[src/rtl/clk_div_pkg.sv]
// clk_div_pkg: shared widths, reset divisor and channel state encoding for the divider bank
package clk_div_pkg;
  localparam int CLK_DIV_CW = 16;
  localparam int CLK_DIV_DEF = 10000;
  localparam int MIN_DIV = 2;
  typedef enum logic [1:0] {
    ST_IDLE  = 2'd0,
    ST_RUN   = 2'd1,
    ST_DRAIN = 2'd2
  } st_e;
endpackage

[src/rtl/clk_div_chan.sv]
// clk_div_chan: one divider channel with shadow/active divisor, glitch-free reload at period wrap
module clk_div_chan
  import clk_div_pkg::*;
#(
  parameter int CW = CLK_DIV_CW,
  parameter int DEF_DIV = CLK_DIV_DEF
) (
  input  logic          clk,
  input  logic          rst,
  input  logic          en,
  input  logic          load,
  input  logic          sync,
  input  logic [CW-1:0] div_in,
  output logic          clk_out,
  output logic          tick,
  output logic          running
);
  st_e st, st_n;
  logic [CW-1:0] cnt, cnt_n, act, act_n, shd, shd_n;
  logic wrap, on;
  always_comb begin
    shd_n = load ? div_in : shd;
    act_n = act;
    cnt_n = '0;
    wrap = (st != ST_IDLE) && (cnt == act - CW'(1) || sync);
    if (st == ST_IDLE) begin
      act_n = load ? div_in : act;
      st_n = (en && act_n >= CW'(MIN_DIV)) ? ST_RUN : ST_IDLE;
    end else if (wrap) begin
      // the pre-edge shadow applies, so a load landing on the wrap waits one more period
      act_n = shd;
      st_n = (en && shd >= CW'(MIN_DIV)) ? ST_RUN : ST_IDLE;
    end else begin
      cnt_n = cnt + CW'(1);
      st_n = en ? ST_RUN : ST_DRAIN;
    end
    on = st_n != ST_IDLE;
  end
  always_ff @(posedge clk or negedge rst) begin
    if (!rst) begin
      st <= ST_IDLE;
      cnt <= '0;
      act <= CW'(DEF_DIV);
      shd <= CW'(DEF_DIV);
      clk_out <= 1'b0;
      tick <= 1'b0;
    end else begin
      st <= st_n;
      cnt <= cnt_n;
      act <= act_n;
      shd <= shd_n;
      clk_out <= on && cnt_n < act_n - (act_n >> 1);
      tick <= on && cnt_n == act_n - CW'(1);
    end
  end
  assign running = st != ST_IDLE;
endmodule

[src/rtl/clk_div_bank.sv]
// clk_div_bank: CH independent programmable clock dividers; CLK_DIV_SYNC_EN adds a common phase-realign strobe
module clk_div_bank
  import clk_div_pkg::*;
#(
  parameter int CH = 4,
  parameter int CW = CLK_DIV_CW,
  parameter int DEF_DIV = CLK_DIV_DEF
) (
  input  logic            clk,
  input  logic            rst,
  input  logic [CH-1:0]   en,
  input  logic [CH-1:0]   load,
  input  logic [CH*CW-1:0] div_val,
`ifdef CLK_DIV_SYNC_EN
  input  logic            sync,
`endif
  output logic [CH-1:0]   clk_out,
  output logic [CH-1:0]   tick,
  output logic [CH-1:0]   running
);
  logic sync_i;
`ifdef CLK_DIV_SYNC_EN
  assign sync_i = sync;
`else
  assign sync_i = 1'b0;
`endif
  for (genvar i = 0; i < CH; i++) begin : g_ch
    clk_div_chan #(.CW(CW), .DEF_DIV(DEF_DIV)) u_chan (
      .clk(clk),
      .rst(rst),
      .en(en[i]),
      .load(load[i]),
      .sync(sync_i),
      .div_in(div_val[i*CW +: CW]),
      .clk_out(clk_out[i]),
      .tick(tick[i]),
      .running(running[i])
    );
  end
endmodule

[config.mk]
export PLATFORM = sky130hd
export DESIGN_NAME = clk_div_bank
export DESIGN_NICKNAME = d
export VERILOG_FILES = /design/src/rtl/clk_div_pkg.sv /design/src/rtl/clk_div_chan.sv /design/src/rtl/clk_div_bank.sv
export SDC_FILE = /design/constraint.sdc
export NUM_CORES = 1
export LEC_CHECK = 0
export ABC_AREA = 1
export CELL_PAD_IN_SITES_DETAIL_PLACEMENT = 1
export CELL_PAD_IN_SITES_GLOBAL_PLACEMENT = 1
export CORE_MARGIN = 2
export CORE_UTILIZATION = 45
export CTS_CLUSTER_SIZE = 40
export DETAILED_ROUTE_END_ITERATION = 8
export GPL_TIMING_DRIVEN = 0
export MAX_ROUTING_LAYER = met4
export PLACE_DENSITY_LB_ADDON = 0.1
export SYNTH_ARGS = -nofsm -noshare
export SYNTH_HDL_FRONTEND = slang
export SYNTH_SLANG_ARGS = --single-unit
export TNS_END_PERCENT = 5
[constraint.sdc]
create_clock -name clk -period 5.7 [get_ports clk]
set_clock_uncertainty 0.05 [all_clocks]
set_input_delay 0.855 -clock clk [delete_from_list [all_inputs] [get_ports clk]]
set_output_delay 0.855 -clock clk [all_outputs]
set_load 0.1 [all_outputs]
==> summary.md <==
| Metric | Value |
|---|---|
| Outcome | finished, final reports clean |
| Layout cells sized above 1 | 0.135 |
| CP max stage delay | 400 ps |
| Avg Vias per Cell | 5.45 |
| Pre-CTS setup slack | -940 ps |
| Peak VDD IR | 0.194 mV |
| GPL Wtd Cong | 0.962 |
| CTS tree | done |
| Ys Warns | 0 |
| DR pass1 iterations | 6 |
| Final Cycle Share | 0.947 |
| Slowest stage cell, crit path | dfrtp_1 |
| Met3 routed WL | 3.13 mm |
| Die Span Y | 217 um |
| CP top delay family | compound AO/OA/AOI/OAI gates |
| Critical-path maximum fanout | 7 |
| Worst path most repeated cell | nand2_1 |
| Routed Antenna Nets | 0 |
| Mapped Area | 20500 um2 |
| Grt ovf | 0 |
| Synth Instances | 3089 |
| Leakage | 12.8 nW |
| Total GRT Usage | 0.327 |
| CTS sink count | 208 |
| Root Driver | clkbuf_16 |
| Ports | 86 |
| Area of the die | 47200 um2 |
| CP Class | reg -> reg |
| Antenna violations before repair | 0 |
| Setup crit end kind | register |
| Ys async rst share | 1.00 |
| Hold Path Class | in -> async |
| DRC viols | 0 |
| Total CTS buffers | 29 |
| Setup violations, final | 0 |
| Critical Path AT | 5840 ps |
| Post-layout instance area | 24300 um2 |
| Number of flops mapped to enable cells by yosys | 0 |
| Iter 0 DRT Violations | 1520 |
| Fin. Hold Viols | 0 |
| Critical Path RT | 6140 ps |
| Avg Inst Size Synth | 6.63 um2 |
| Post-Route Setup TNS | 0 ps |
| Post-Route WL | 77.6 mm |
| Crit start category | register |
| Most frequent cells in the layout | nand2_1, inv_1, nand3_1 |
| Global-route wire length before repair | 119 mm |
| Slew Limit Fails | 0 |
| Total Power | 7.24 mW |
| Max-slew headroom | 0.350 |
| Peak Freq | 0.185 GHz |
| Slew of the pin with the lowest slew margin | 972 ps |
| RSZ-0062 raised after global routing | true |
| DP Wirelength | 59.5 mm |
| Cell row count | 78 |
| Highest metal used | met4 |
| Post-Syn Nets | 3355 |
| Placed inst area | 22100 um2 |
| Largest net degree at the start of global routing | 109 |
| #FFs+latches synth | 208 |
| PnR worst setup slack | 304 ps |
| Top FF cell, synth | dfrtp_1 |
| Fillers | 5884 |
| Worst-path clk slew | 60 ps |
| Max Cap Viol | 0 |
| Net count, final | 3531 |
| Worst-Skew Late Latency | 580 ps |
| WL/cell | 20.0 um |
| Post-synth cell types | 55 |
| P per Cell Area | 298 nW/um2 |
| Non-Filler Instances | 3886 |
| Core area | 45200 um2 |
| Clk buf depth | 3 |
| Area Overhead vs Synth | 18.6% |
| Placed cell count | 3772 |
| WP buf/inv | 4 |
| Most common cell after layout, fill and taps aside | nand2_1 |
| Buffers on Ports | 82 |
| Width of the chip | 217 um |
| Number of global-route vias before repair | 22200 |
| # diodes | 0 |
| Tmin final | 5400 ps |
| H-tree levels | 1 |
| Vias | 21200 |
| Starting Density | 0.453 |
| Register area share after synthesis | 0.257 |
| WL met2 | 37.3 mm |
| DRT met1 WL | 35.0 mm |
-- per-layer routing --
layer | global-route usage | up-vias
met5 | - | -
met4 | 0.0886 | 0
met3 | 0.0280 | 126
met2 | 0.554 | 475
met1 | 0.419 | 10400
li1 | - | 10200
-- area by class of cell --
type                            instances  area, um2  area share
Inverter                              517       1940      0.0801
Tap cell                              600        751      0.0309
Timing Repair Buffer                  146       1330      0.0549
Clock inverter                         10        128     0.00525
Sequential cell                       208       5260       0.217
Multi-Input combinational cell       2295      13600       0.561
Buffer                                 68        422      0.0174
Clock buffer                           42        835      0.0344
-- metrics by stage --
| step | hold slack [ps] | util |
|---|---|---|
| 2_1_floorplan | 392 | - |
| 3_3_place_gp | 408 | 0.488 |
| 3_5_place_dp | 422 | 0.489 |
| 4_1_cts | 327 | 0.516 |
| 5_1_grt | 354 | 0.538 |
| 6_report | 286 | 0.538 |
-- Yosys cell counts, types with 3 or more instances --
master,n,area share
xor2_1,116,0.050
a21oi_1,71,0.017
nand2_2,15,0.0046
buf_2,14,0.0034
o211ai_2,4,0.0024
fa_1,4,0.0039
buf_6,7,0.0038
o21a_1,21,0.0077
dfrtp_1,168,0.21
nor2_2,15,0.0046
a221oi_1,5,0.0021
nand3_1,300,0.073
or2_2,39,0.012
a21o_1,3,0.0011
buf_1,3,0.00055
o31ai_1,3,0.0011
o21ai_2,9,0.0038
o211ai_1,15,0.0055
nand3_2,6,0.0029
o21ai_1,16,0.0039
a21boi_2,3,0.0016
clkinv_1,3,0.00055
o2bb2ai_1,3,0.0013
nand3b_1,15,0.0055
o21ai_0,167,0.041
inv_1,501,0.092
ha_1,188,0.11
nand4_1,73,0.022
nor2_1,228,0.042
o21bai_1,10,0.0037
o2111ai_1,4,0.0017
nor3_1,22,0.0054
a31oi_1,5,0.0015
a211oi_1,6,0.0022
buf_4,14,0.0051
nor2_4,12,0.0066
dfstp_2,40,0.051
inv_2,13,0.0024
nor4_1,19,0.0058
nand2_1,844,0.15
clkbuf_1,31,0.0057
xnor2_1,36,0.015
-- logic make-up after synthesis --
group,after synthesis,synth area share
and+or+nand+nor,1597,0.344
buffers and inverters,586,0.113
AOI/OAI and AO/OA,354,0.102
adders and majority gates,192,0.119
DFF,208,0.257
xor gates and xnor gates,152,0.0650
-- final timing paths --
kind | startpoint | end | slack (ps) | depth (start not counted)
worst max-delay path | g_ch[3].u_chan.act[0]$_DFF_PN0_ | g_ch[3].u_chan.clk_out$_DFF_PN0_ | 300 | 33
worst min-delay path | rst | g_ch[0].u_chan.shd[7]$_DFFE_PN0P_ | 290 | 1
worst max register to register | g_ch[3].u_chan.act[0]$_DFF_PN0_ | g_ch[3].u_chan.clk_out$_DFF_PN0_ | 300 | 33
worst min register to register | g_ch[3].u_chan.shd[9]$_DFFE_PN1P_ | g_ch[3].u_chan.shd[9]$_DFFE_PN1P_ | 430 | 2
max in group asynchronous | rst | g_ch[1].u_chan.act[5]$_DFF_PN0_ | 4150 | 2
min in group clk | g_ch[3].u_chan.shd[9]$_DFFE_PN1P_ | g_ch[3].u_chan.shd[9]$_DFFE_PN1P_ | 430 | 2
-- power by group --
group | internal [mW] | switching [mW]
Combinational | 1.29 | 2.20
Clock | 1.14 | 0.768
Sequential | 1.65 | 0.191
Total | 4.08 | 3.16
-- what timing repair did --
item / in CTS / in global routing
resized for setup: 44 / 162
setup buffers: 17 / 46
pin swaps: 13 / 48
setup endpoints to repair: 4 / 4
hold buffers: 0 / 0
-- registers in the layout, indices dropped and copies added, names as in the netlist --
signal	flops
g_ch.u_chan.st	8
g_ch.u_chan.shd	64
g_ch.u_chan.act	64
g_ch.u_chan.clk_out	4
g_ch.u_chan.tick	4
g_ch.u_chan.cnt	64
Note: power is estimated with default switching activity, not from simulation.
